===== src/rtl/hssl_link_pkg.sv =====
// hssl_link_pkg: shared state encoding, widths and helpers for the HSSL link manager.
package hssl_link_pkg;

  localparam int unsigned STATE_W = 3;
  localparam int unsigned CNT_W   = 8;

  typedef enum logic [STATE_W-1:0] {
    ST_IDLE    = 3'd0,
    ST_TX_RST  = 3'd1,
    ST_TX_WAIT = 3'd2,
    ST_RX_RST  = 3'd3,
    ST_RX_WAIT = 3'd4,
    ST_ALIGN   = 3'd5,
    ST_UP      = 3'd6
  } link_state_e;

  // Saturating increment for the status counters
  function automatic logic [CNT_W-1:0] sat_inc(input logic [CNT_W-1:0] value, input logic inc);
    return (inc && (value != '1)) ? value + CNT_W'(1) : value;
  endfunction

endpackage


===== src/rtl/hssl_link_channel_fsm.sv =====
// hssl_link_channel_fsm: bring-up and supervision FSM for one transceiver channel.
// Optional statistics counters are built only when HSSL_LINK_STATS_EN is defined.
module hssl_link_channel_fsm
  import hssl_link_pkg::*;
#(
  parameter int unsigned RESET_PULSE     = 16,
  parameter int unsigned RESET_TIMEOUT   = 65535,
  parameter int unsigned SYNC_GOOD_COUNT = 64,
  parameter int unsigned ERR_WINDOW      = 1024,
  parameter int unsigned ERR_THRESHOLD   = 4
) (
  input  logic               clk,
  input  logic               reset,
  input  logic               enable,
  input  logic               tx_reset_done,
  input  logic               rx_reset_done,
  input  logic               rx_commadet,
  input  logic               rx_error,
  output logic               tx_reset_datapath,
  output logic               rx_reset_datapath,
  output logic               link_up,
  output logic [STATE_W-1:0] link_state,
  output logic [CNT_W-1:0]   err_count,
  output logic [CNT_W-1:0]   resync_count
);

  localparam int unsigned MAX_TMR = (RESET_TIMEOUT > RESET_PULSE) ? RESET_TIMEOUT : RESET_PULSE;
  localparam int unsigned TMR_W   = $clog2(MAX_TMR + 1);
  localparam int unsigned GOOD_W  = $clog2(SYNC_GOOD_COUNT + 1);
  localparam int unsigned WIN_W   = (ERR_WINDOW > 1) ? $clog2(ERR_WINDOW) : 1;
  localparam int unsigned WERR_W  = $clog2(ERR_THRESHOLD + 1);

  link_state_e       state;
  link_state_e       state_next;
  logic [TMR_W-1:0]  timer;
  logic [GOOD_W-1:0] good;
  logic [WIN_W-1:0]  win_cnt;
  logic [WERR_W-1:0] win_err;

  logic              pulse_done_c;
  logic              timeout_c;
  logic              sync_c;
  logic              win_wrap_c;
  logic [WERR_W:0]   win_err_sum_c;
  logic              thresh_c;

  // Phase timer, comma counter and error-window decode
  always_comb begin
    pulse_done_c  = (timer == TMR_W'(RESET_PULSE - 1));
    timeout_c     = (timer == TMR_W'(RESET_TIMEOUT - 1));
    sync_c        = (good == GOOD_W'(SYNC_GOOD_COUNT - 1)) && rx_commadet && !rx_error;
    win_wrap_c    = (win_cnt == WIN_W'(ERR_WINDOW - 1));
    // An error on the wrap cycle is the first error of the new window
    win_err_sum_c = (win_wrap_c ? '0 : {1'b0, win_err}) + (WERR_W+1)'(rx_error);
    thresh_c      = (win_err_sum_c >= (WERR_W+1)'(ERR_THRESHOLD));
  end

  // State register
  always_ff @(posedge clk) begin
    if (reset) state <= ST_IDLE;
    else       state <= state_next;
  end

  // Next-state logic; a dropped enable overrides every other condition
  always_comb begin
    state_next = state;
    case (state)
      ST_IDLE:    if (enable) state_next = ST_TX_RST;
      ST_TX_RST:  if (pulse_done_c) state_next = ST_TX_WAIT;
      ST_TX_WAIT: begin
        if (tx_reset_done)  state_next = ST_RX_RST;
        else if (timeout_c) state_next = ST_TX_RST;
      end
      ST_RX_RST:  if (pulse_done_c) state_next = ST_RX_WAIT;
      ST_RX_WAIT: begin
        if (rx_reset_done)  state_next = ST_ALIGN;
        else if (timeout_c) state_next = ST_RX_RST;
      end
      ST_ALIGN: begin
        if (sync_c)         state_next = ST_UP;
        else if (timeout_c) state_next = ST_RX_RST;
      end
      ST_UP: begin
        if (!tx_reset_done)      state_next = ST_TX_RST;
        else if (!rx_reset_done) state_next = ST_RX_WAIT;
        else if (thresh_c)       state_next = ST_RX_RST;
      end
      default: state_next = ST_IDLE;
    endcase
    if (!enable) state_next = ST_IDLE;
  end

  // Output decode from the registered state
  always_comb begin
    tx_reset_datapath = 1'b0;
    rx_reset_datapath = 1'b0;
    link_up           = 1'b0;
    case (state)
      ST_IDLE, ST_TX_RST: begin
        tx_reset_datapath = 1'b1;
        rx_reset_datapath = 1'b1;
      end
      ST_TX_WAIT, ST_RX_RST: rx_reset_datapath = 1'b1;
      ST_UP:                 link_up = 1'b1;
      default: ;
    endcase
  end

  assign link_state = state;

  // Per-state counters, all cleared on any state entry
  always_ff @(posedge clk) begin
    if (reset || (state_next != state)) begin
      timer   <= '0;
      good    <= '0;
      win_cnt <= '0;
      win_err <= '0;
    end else begin
      if (timer != '1) timer <= timer + TMR_W'(1);
      if (state == ST_ALIGN)
        good <= rx_error ? '0 : (rx_commadet ? good + GOOD_W'(1) : good);
      if (state == ST_UP) begin
        win_cnt <= win_wrap_c ? '0 : win_cnt + WIN_W'(1);
        win_err <= win_err_sum_c[WERR_W-1:0];
      end
    end
  end

`ifdef HSSL_LINK_STATS_EN
  logic [CNT_W-1:0] err_q;
  logic [CNT_W-1:0] resync_q;
  logic             resync_ev_c;

  // Every retry edge moves backwards to a non-IDLE state; forward progress and disable do not
  assign resync_ev_c = (state_next != ST_IDLE) && (state_next < state);

  // Saturating statistics, cleared only by reset
  always_ff @(posedge clk) begin
    if (reset) begin
      err_q    <= '0;
      resync_q <= '0;
    end else begin
      err_q    <= sat_inc(err_q, (state == ST_UP) && rx_error);
      resync_q <= sat_inc(resync_q, resync_ev_c);
    end
  end

  assign err_count    = err_q;
  assign resync_count = resync_q;
`else
  assign err_count    = '0;
  assign resync_count = '0;
`endif

endmodule


===== src/rtl/hssl_link_manager.sv =====
// hssl_link_manager: NUM_CHANNELS independent HSSL link bring-up controllers.
// Define HSSL_LINK_STATS_EN to build the per-channel error/resync counters.
module hssl_link_manager
  import hssl_link_pkg::*;
#(
  parameter int unsigned NUM_CHANNELS    = 1,
  parameter int unsigned RESET_PULSE     = 16,
  parameter int unsigned RESET_TIMEOUT   = 65535,
  parameter int unsigned SYNC_GOOD_COUNT = 64,
  parameter int unsigned ERR_WINDOW      = 1024,
  parameter int unsigned ERR_THRESHOLD   = 4
) (
  input  logic                              clk_in,
  input  logic                              reset_in,
  input  logic [NUM_CHANNELS-1:0]           enable_in,
  input  logic [NUM_CHANNELS-1:0]           tx_reset_done_in,
  input  logic [NUM_CHANNELS-1:0]           rx_reset_done_in,
  input  logic [NUM_CHANNELS-1:0]           rx_commadet_in,
  input  logic [NUM_CHANNELS-1:0]           rx_error_in,
  output logic [NUM_CHANNELS-1:0]           tx_reset_datapath_out,
  output logic [NUM_CHANNELS-1:0]           rx_reset_datapath_out,
  output logic [NUM_CHANNELS-1:0]           link_up_out,
  output logic [STATE_W*NUM_CHANNELS-1:0]   link_state_out,
  output logic [CNT_W*NUM_CHANNELS-1:0]     err_count_out,
  output logic [CNT_W*NUM_CHANNELS-1:0]     resync_count_out
);

  // One fully independent controller per channel
  for (genvar i = 0; i < NUM_CHANNELS; i++) begin : g_ch
    hssl_link_channel_fsm #(
      .RESET_PULSE     (RESET_PULSE),
      .RESET_TIMEOUT   (RESET_TIMEOUT),
      .SYNC_GOOD_COUNT (SYNC_GOOD_COUNT),
      .ERR_WINDOW      (ERR_WINDOW),
      .ERR_THRESHOLD   (ERR_THRESHOLD)
    ) u_ch (
      .clk               (clk_in),
      .reset             (reset_in),
      .enable            (enable_in[i]),
      .tx_reset_done     (tx_reset_done_in[i]),
      .rx_reset_done     (rx_reset_done_in[i]),
      .rx_commadet       (rx_commadet_in[i]),
      .rx_error          (rx_error_in[i]),
      .tx_reset_datapath (tx_reset_datapath_out[i]),
      .rx_reset_datapath (rx_reset_datapath_out[i]),
      .link_up           (link_up_out[i]),
      .link_state        (link_state_out[STATE_W*i +: STATE_W]),
      .err_count         (err_count_out[CNT_W*i +: CNT_W]),
      .resync_count      (resync_count_out[CNT_W*i +: CNT_W])
    );
  end

endmodule


===== config.mk =====
export PLATFORM = sky130hd
export DESIGN_NAME = hssl_link_manager
export DESIGN_NICKNAME = d
export VERILOG_FILES = /design/src/rtl/hssl_link_pkg.sv /design/src/rtl/hssl_link_channel_fsm.sv /design/src/rtl/hssl_link_manager.sv
export SDC_FILE = /design/constraint.sdc
export NUM_CORES = 1
export LEC_CHECK = 0
export BUFFER_PORTS_ARGS = -buffer_cell sky130_fd_sc_hd__buf_2
export CORE_AREA = 2 2 92 59
export CTS_BUF_LIST = sky130_fd_sc_hd__clkbuf_2
export DETAILED_ROUTE_END_ITERATION = 7
export DIE_AREA = 0 0 94 61
export GPL_ROUTABILITY_DRIVEN = 0
export PLACE_DENSITY = 0.68
export SKIP_LAST_GASP = 1
export SLEW_MARGIN = 10
export SYNTH_ARGS = -nofsm -noshare
export SYNTH_HDL_FRONTEND = slang
export SYNTH_SLANG_ARGS = --single-unit

===== constraint.sdc =====
create_clock -name clk_in -period 5.7 [get_ports clk_in]
set_input_delay 0 -clock clk_in [delete_from_list [all_inputs] [get_ports clk_in]]
set_output_delay 0 -clock clk_in [all_outputs]
set_load 0.01 [all_outputs]

======== Yosys cells after proc, flatten, opt, wreduce, memory -nomap -nowiden ========
Cells that the tools add are included.
operators by class
  muxes and demuxes ....................... 19
  magnitude comparators ................... 1
  $add $sub $neg .......................... 4
  equality and inequality tests ........... 12
  reductions and logical operators ........ 9
operator list
  cell                                                 number
  two-way mux 3 bit                                    12
  one-hot mux 3 bit (7 select lines)                   1
  adder 16 x 1 -> 16 bit, second input constant        1
  == test 16 bit, second input constant                1
  == test 16 x 4 -> 1 bit, second input constant       1
  inequality test 16 bit, second input constant        1
  two-way mux 7 bit                                    2
  adder 10 x 1 -> 10 bit, second input constant        1
  == test 10 bit, second input constant                1
  two-way mux 10 bit                                   1
  == test 3 bit, second input constant                 3
  adder 7 x 1 -> 7 bit, second input constant          1
  == test 7 x 6 -> 1 bit, second input constant        1
  == test 3 x 2 -> 1 bit, second input constant        2
  adder 4 x 1 -> 4 bit                                 1
  >= comparator 4 x 3 -> 1 bit, second input constant  1
  OR reduction 4 bit                                   1
  == test 3 x 1 -> 1 bit, second input constant        1
  logical NOT 3 bit                                    1
  two-way mux 1 bit                                    3
  inequality test 3 bit                                1
  logical AND 1 bit                                    2
  AND reduction 2 bit                                  1
  nonzero test 2 bit                                   1
  other kinds (3)                                      3
storage, ports and cells
  bits of input ports ..................... 7
  flip-flop bits (word level) ............. 39
  output and inout port bits .............. 22

======== Logic depth before layout (Yosys ltp) ========
  word-level depth ........................ 11
  mapped depth ............................ 14
  depth with buffers taken out ............ 13

======== Least setup slack after synthesis ========
No wires, ideal clock.
  kind .................................... register to register
  from .................................... reg g_ch[0].u_ch.win_cnt[0]
  to ...................................... reg g_ch[0].u_ch.win_err[2]
  stages on the path, launching flop included .. 14
  arrival ................................. 2.705 ns
  required time ........................... 5.583 ns
  slack ................................... 2.878 ns
  period minus slack after synthesis ...... 2.822 ns
  cell sequence ........................... dfxtp_1 -> ha_1 -> nand4_1 -> or3_1 -> and2_1 -> ha_1 -> ha_1 -> and2_1 -> a21oi_1 -> a31o_2 -> o221ai_1 -> o211ai_4 -> buf_8 -> nor2_2
between the ends
  word-level cells in the longest chain between the ends .. 11
ends and longest elaborated chain
  what                                RTL line                      text
  start, declared                     hssl_link_channel_fsm.sv:37   logic [WIN_W-1:0] win_cnt;
  start signal, assigned              hssl_link_channel_fsm.sv:123  win_cnt <= win_wrap_c ? '0 : win_cnt + WIN_W'(1);
  == test 10 bit (*)                  hssl_link_channel_fsm.sv:52   win_wrap_c = (win_cnt == WIN_W'(ERR_WINDOW - 1));
  two-way mux 3 bit (*)               hssl_link_channel_fsm.sv:54   win_err_sum_c = (win_wrap_c ? '0 : {1'b0, win_err}) + (WERR_W+1)'(rx_error);
  adder 4 x 1 -> 4 bit (*)            hssl_link_channel_fsm.sv:54
  >= comparator 4 x 3 -> 1 bit        hssl_link_channel_fsm.sv:55   thresh_c = (win_err_sum_c >= (WERR_W+1)'(ERR_THRESHOLD));
  two-way mux 3 bit                   hssl_link_channel_fsm.sv:86   else if (thresh_c) state_next = ST_RX_RST;
  two-way mux 3 bit                   hssl_link_channel_fsm.sv:85   else if (!rx_reset_done) state_next = ST_RX_WAIT;
  two-way mux 3 bit                   hssl_link_channel_fsm.sv:84   if (!tx_reset_done) state_next = ST_TX_RST;
  one-hot mux 3 bit (7 select lines)  hssl_link_channel_fsm.sv:67   case (state)
  two-way mux 3 bit                   hssl_link_channel_fsm.sv:90   if (!enable) state_next = ST_IDLE;
  inequality test 3 bit               hssl_link_channel_fsm.sv:113  if (reset || (state_next != state)) begin
  logical OR 1 bit                    hssl_link_channel_fsm.sv:113
  end signal, assigned                hssl_link_channel_fsm.sv:124  win_err <= win_err_sum_c[WERR_W-1:0];
  end, declared                       hssl_link_channel_fsm.sv:38   logic [WERR_W-1:0] win_err;
Every way passes the cells marked *; elsewhere a longest branch is shown, timed or not.
A chain may end at the register's enable or synchronous reset.

======== Worst setup path after layout ========
  from .................................... reg g_ch[0].u_ch.timer[0]
  to ...................................... reg g_ch[0].u_ch.timer[7]
between the ends
  word-level cells in the longest chain between the ends .. 7
ends and longest elaborated chain
  what                                         RTL line                                                                               text
  start, declared                              hssl_link_channel_fsm.sv:35                                                            logic [TMR_W-1:0] timer;
  start signal, assigned                       hssl_link_channel_fsm.sv:119                                                           if (timer != '1) timer <= timer + TMR_W'(1);
  == test 16 bit                               hssl_link_channel_fsm.sv:50                                                            timeout_c = (timer == TMR_W'(RESET_TIMEOUT - 1));
  two-way mux 3 bit, on equally long branches  hssl_link_channel_fsm.sv:77, hssl_link_channel_fsm.sv:81, hssl_link_channel_fsm.sv:72
  two-way mux 3 bit, on equally long branches  hssl_link_channel_fsm.sv:80, hssl_link_channel_fsm.sv:71, hssl_link_channel_fsm.sv:76
  one-hot mux 3 bit (7 select lines)           hssl_link_channel_fsm.sv:67
  two-way mux 3 bit                            hssl_link_channel_fsm.sv:90
  inequality test 3 bit                        hssl_link_channel_fsm.sv:113
  logical OR 1 bit                             hssl_link_channel_fsm.sv:113
Parallel ways exist; a longest one is shown, timed or not.

==> flow_summary.ini <==
[sta]
worst_slew_pin_slew_ns = 1.097
timing.final.crit_period_ns = 3.460
setup-violations-final = 0
period_share = 0.6070
max_slew_headroom = 0.2655
rsz_0062_raised_after_global_routing = no
fin_worst_hold_slack_ns = 0.09508
worst_slack_ns = 2.240
maxSlewViolCount = 0
fin_setup_tns_ns = 0
maximum_operating_frequency_ghz = 0.2890
fin_worst_skew_ns = 0.01528
timing.final.hold_violations = 0

[global_route]
number_of_global_route_vias_before_repair = 1588
global_route.usage.met2 = 0.2153
grt.total_usage = 0.1728
grt_first_pass_wirelength_um = 7748
grt_util_met3 = 0.04472
grtUsageMet1 = 0.2895
maximum_number_of_pins_on_one_net_before_global_route_repair = 37
grt.overflow.total = 0
antenna_found_initial = 0
busiest_layer = met1

[drt]
vias = 1940
remaining_drc_errors = 0
drtPass1Iterations = 4
antenna_violating_nets_post_route = 0
routed_wire_length_per_instance_um = 12.75
route.final.wire_length_um = 4629
detailedRoute.firstIterationViolations = 169
vias_per_cell = 5.344

[die]
die_width_um = 94
ioPinCount = 29
die_h_um = 61
design.die.area_um2 = 5734
floorplan.initialDensity = 0.4823
floorplan.core_area_um2 = 4880
rows = 20

[yosys]
post_synth_instance_area_um2 = 2354
synth_seq_cells = 39
yosysWarnings = 0
ys.flop_type = sky130_fd_sc_hd__dfxtp_1
syn_avg_cell_area_um2 = 8.316
synth_async_sr_flop_share = 0
syn-instance-count = 283
synth_enable_flop_cells = 0
yosysUniqueCellTypes = 56
synth_sequential_area_ratio = 0.3317

[status]
status = complete, no violations

[power_and_ir_drop]
total_power_uw = 475.3
power.switching_uw = 117.0
power_frac_seq = 0.583
max-vdd-ir-drop_uv = 92.20
static-leakage-power_nw = 0.8846
total_power_density_per_cell_area_nw_per_um2 = 192.2
p_comb_frac = 0.073
power.switching_fraction = 0.2462
internal_power_uw = 358.3
clkPwrFrac = 0.344

[clock_network]
cts-root-to-sink-buffers = 2
cts.reportedPaths.clkPinSlew_ns = 0.20
htree_num_levels = 2
cts_root_buffer = sky130_fd_sc_hd__clkbuf_2
cts_tree = done
post_cts_hold_buffer_count = 4
post_cts.resized_instances = 0
clk-insertion-delay-late_ns = 0.38
post_cts.repair.setup_buffers = 0
number_of_sinks_handled_by_clock_tree_synthesis = 39
cts_buffers = 5

[final_layout]
final_nets = 309
final_cells = 363
insertedDiodeCount = 0
final_layout_size_suffix_gt1_frac = 0.1279
area.growth.synth_to_final_pct = 5.050

[setup_path]
critical_path_required_ns = 5.95
worstPathMaxFanout = 36
critPathCaptureType = register
crit_path_start_kind = register
worstSetupPathType = reg -> reg
data_arrival_at_the_endpoint_of_the_critical_path_ns = 3.71

[placement]
place.port_buffers = 12
detailed_place_hpwl_um = 3372
place_worst_setup_slack_ns = 2.264
dp_cells = 351

[worst_hold_path]
min_path_type = in -> reg

[flow_run]
max_capacitance_violation_total = 0
[power by group through the flow]
stage                     Combinational, mW  Clock (mW)  Sequential (mW)
after floorplan                      0.0372           0            0.281
after global placement               0.0323           0            0.283
after detailed placement             0.0320           0            0.283
after CTS                            0.0343       0.170            0.277
after global routing                 0.0386       0.183            0.278
final                                0.0346       0.163            0.277
[cells in the final DEF, fill, tap and decap left out, types with 2 or more instances in the layout]
master                           n
sky130_fd_sc_hd__conb_1         16
sky130_fd_sc_hd__clkinv_1        3
sky130_fd_sc_hd__ha_1            6
sky130_fd_sc_hd__or4_1           2
sky130_fd_sc_hd__buf_2          12
sky130_fd_sc_hd__nand2_1        19
sky130_fd_sc_hd__or4_4           2
sky130_fd_sc_hd__dfxtp_1        39
sky130_fd_sc_hd__a311oi_1        2
sky130_fd_sc_hd__nor2_1         38
sky130_fd_sc_hd__and2_1          3
sky130_fd_sc_hd__xnor2_1         4
sky130_fd_sc_hd__nand2b_1        4
sky130_fd_sc_hd__nor4_1          3
sky130_fd_sc_hd__inv_1           6
sky130_fd_sc_hd__a31oi_1         3
sky130_fd_sc_hd__o21ai_0         9
sky130_fd_sc_hd__a21oi_1        12
sky130_fd_sc_hd__and4_1          4
sky130_fd_sc_hd__o41ai_1         2
sky130_fd_sc_hd__nand4_1        12
sky130_fd_sc_hd__a22oi_1         2
sky130_fd_sc_hd__xor2_1         18
sky130_fd_sc_hd__clkbuf_2        5
sky130_fd_sc_hd__a21oi_2         5
sky130_fd_sc_hd__nor3_1          7
sky130_fd_sc_hd__or3_1           3
sky130_fd_sc_hd__dlygate4sd3_1   4
sky130_fd_sc_hd__nor2_2          5
sky130_fd_sc_hd__and3_1          7
sky130_fd_sc_hd__nor3b_1         3
sky130_fd_sc_hd__nand3_1        13
[cells by family after synthesis]
family | share of synthesized area
xor+xnor | 0.08187
fa+ha+maj | 0.03190
mux | 0.004784
compound gates | 0.1563
flops | 0.3317
other cells | 0.001593
buf+inv | 0.09091
simple gates | 0.3009
[sequential cells by signal (all words and copies together), names as in the netlist]
register,flops
g_ch.u_ch.link_state,3
g_ch.u_ch.win_cnt,10
g_ch.u_ch.win_err,3
g_ch.u_ch.timer,16
g_ch.u_ch.good,7
[cells in the mapped netlist, types with 2 or more instances]
library cell,number,area (µm²)
sky130_fd_sc_hd__buf_4,16,120.1
sky130_fd_sc_hd__a21oi_1,12,60.06
sky130_fd_sc_hd__nand2_1,19,71.32
sky130_fd_sc_hd__a311oi_1,2,17.52
sky130_fd_sc_hd__nor3b_1,3,22.52
sky130_fd_sc_hd__nor4_1,3,18.77
sky130_fd_sc_hd__nand2b_1,4,25.02
sky130_fd_sc_hd__and4_1,4,35.03
sky130_fd_sc_hd__or4_4,2,22.52
sky130_fd_sc_hd__buf_2,3,15.01
sky130_fd_sc_hd__clkbuf_1,3,11.26
sky130_fd_sc_hd__ha_1,6,75.07
sky130_fd_sc_hd__or4_1,2,15.01
sky130_fd_sc_hd__dfxtp_1,39,780.8
sky130_fd_sc_hd__nor2_2,5,31.28
sky130_fd_sc_hd__o21ai_0,9,45.04
sky130_fd_sc_hd__inv_1,6,22.52
sky130_fd_sc_hd__a21oi_2,5,43.79
sky130_fd_sc_hd__a22oi_1,2,15.01
sky130_fd_sc_hd__xor2_1,18,157.7
sky130_fd_sc_hd__or3_1,3,18.77
sky130_fd_sc_hd__clkinv_1,2,7.510
sky130_fd_sc_hd__nand3_1,13,65.06
sky130_fd_sc_hd__xnor2_1,4,35.03
sky130_fd_sc_hd__nand4_1,12,75.07
sky130_fd_sc_hd__and2_1,3,18.77
sky130_fd_sc_hd__nor2_1,38,142.6
sky130_fd_sc_hd__and3_1,7,43.79
sky130_fd_sc_hd__a31oi_1,3,18.77
sky130_fd_sc_hd__o41ai_1,2,17.52
sky130_fd_sc_hd__nor3_1,7,35.03
sky130_fd_sc_hd__buf_6,2,22.52
[stage by stage]
step           instance area [µm²]    util
5_1_grt                       2472  0.5067
3_5_place_dp                  2369  0.4854
6_report                      2472  0.5067
4_1_cts                       2472  0.5067
3_3_place_gp                  2369  0.4854
2_1_floorplan                 2410       -
[worst max-delay path, stage by stage, from the launching register on]
cell	delay, ns
sky130_fd_sc_hd__dfxtp_1	0.43
sky130_fd_sc_hd__ha_1	0.31
sky130_fd_sc_hd__or3b_1	0.42
sky130_fd_sc_hd__or4_4	0.58
sky130_fd_sc_hd__o211ai_1	0.19
sky130_fd_sc_hd__a311oi_1	0.10
sky130_fd_sc_hd__o211a_1	0.29
sky130_fd_sc_hd__o211ai_4	0.88
sky130_fd_sc_hd__nor2_1	0.11
[worst paths after layout]
| kind | start | endpoint | slack [ns] | depth (start not counted) |
|---|---|---|---|---|
| worst min register to register | g_ch[0].u_ch.win_err[0] | g_ch[0].u_ch.win_err[0] | 0.48 | 2 |
| worst max register to register | g_ch[0].u_ch.timer[0] | g_ch[0].u_ch.timer[7] | 2.24 | 8 |
| worst min-delay path | rx_error_in | g_ch[0].u_ch.good[2] | 0.1 | 4 |
| worst max-delay path | g_ch[0].u_ch.timer[0] | g_ch[0].u_ch.timer[7] | 2.24 | 8 |
[cell type report]
| class | count | area [µm²] |
|---|---|---|
| flip-flops and latches | 39 | 780.7 |
| repair buffers | 16 | 100.1 |
| clock buffers | 5 | 25.02 |
| multi-input cells | 226 | 1415 |
| fillers | 502 | 2407 |
| clock inverters | 3 | 38.79 |
| inverters | 8 | 30.03 |
| well taps | 66 | 82.58 |
[metal layers]
layer / part of all wire / wire length (µm)
met1: 0.58 / 2690
met2: 0.35 / 1606
met3: 0.067 / 308
met4: 0.0052 / 24
met5: 0 / 0
Note: power is estimated with default switching activity, not from simulation.
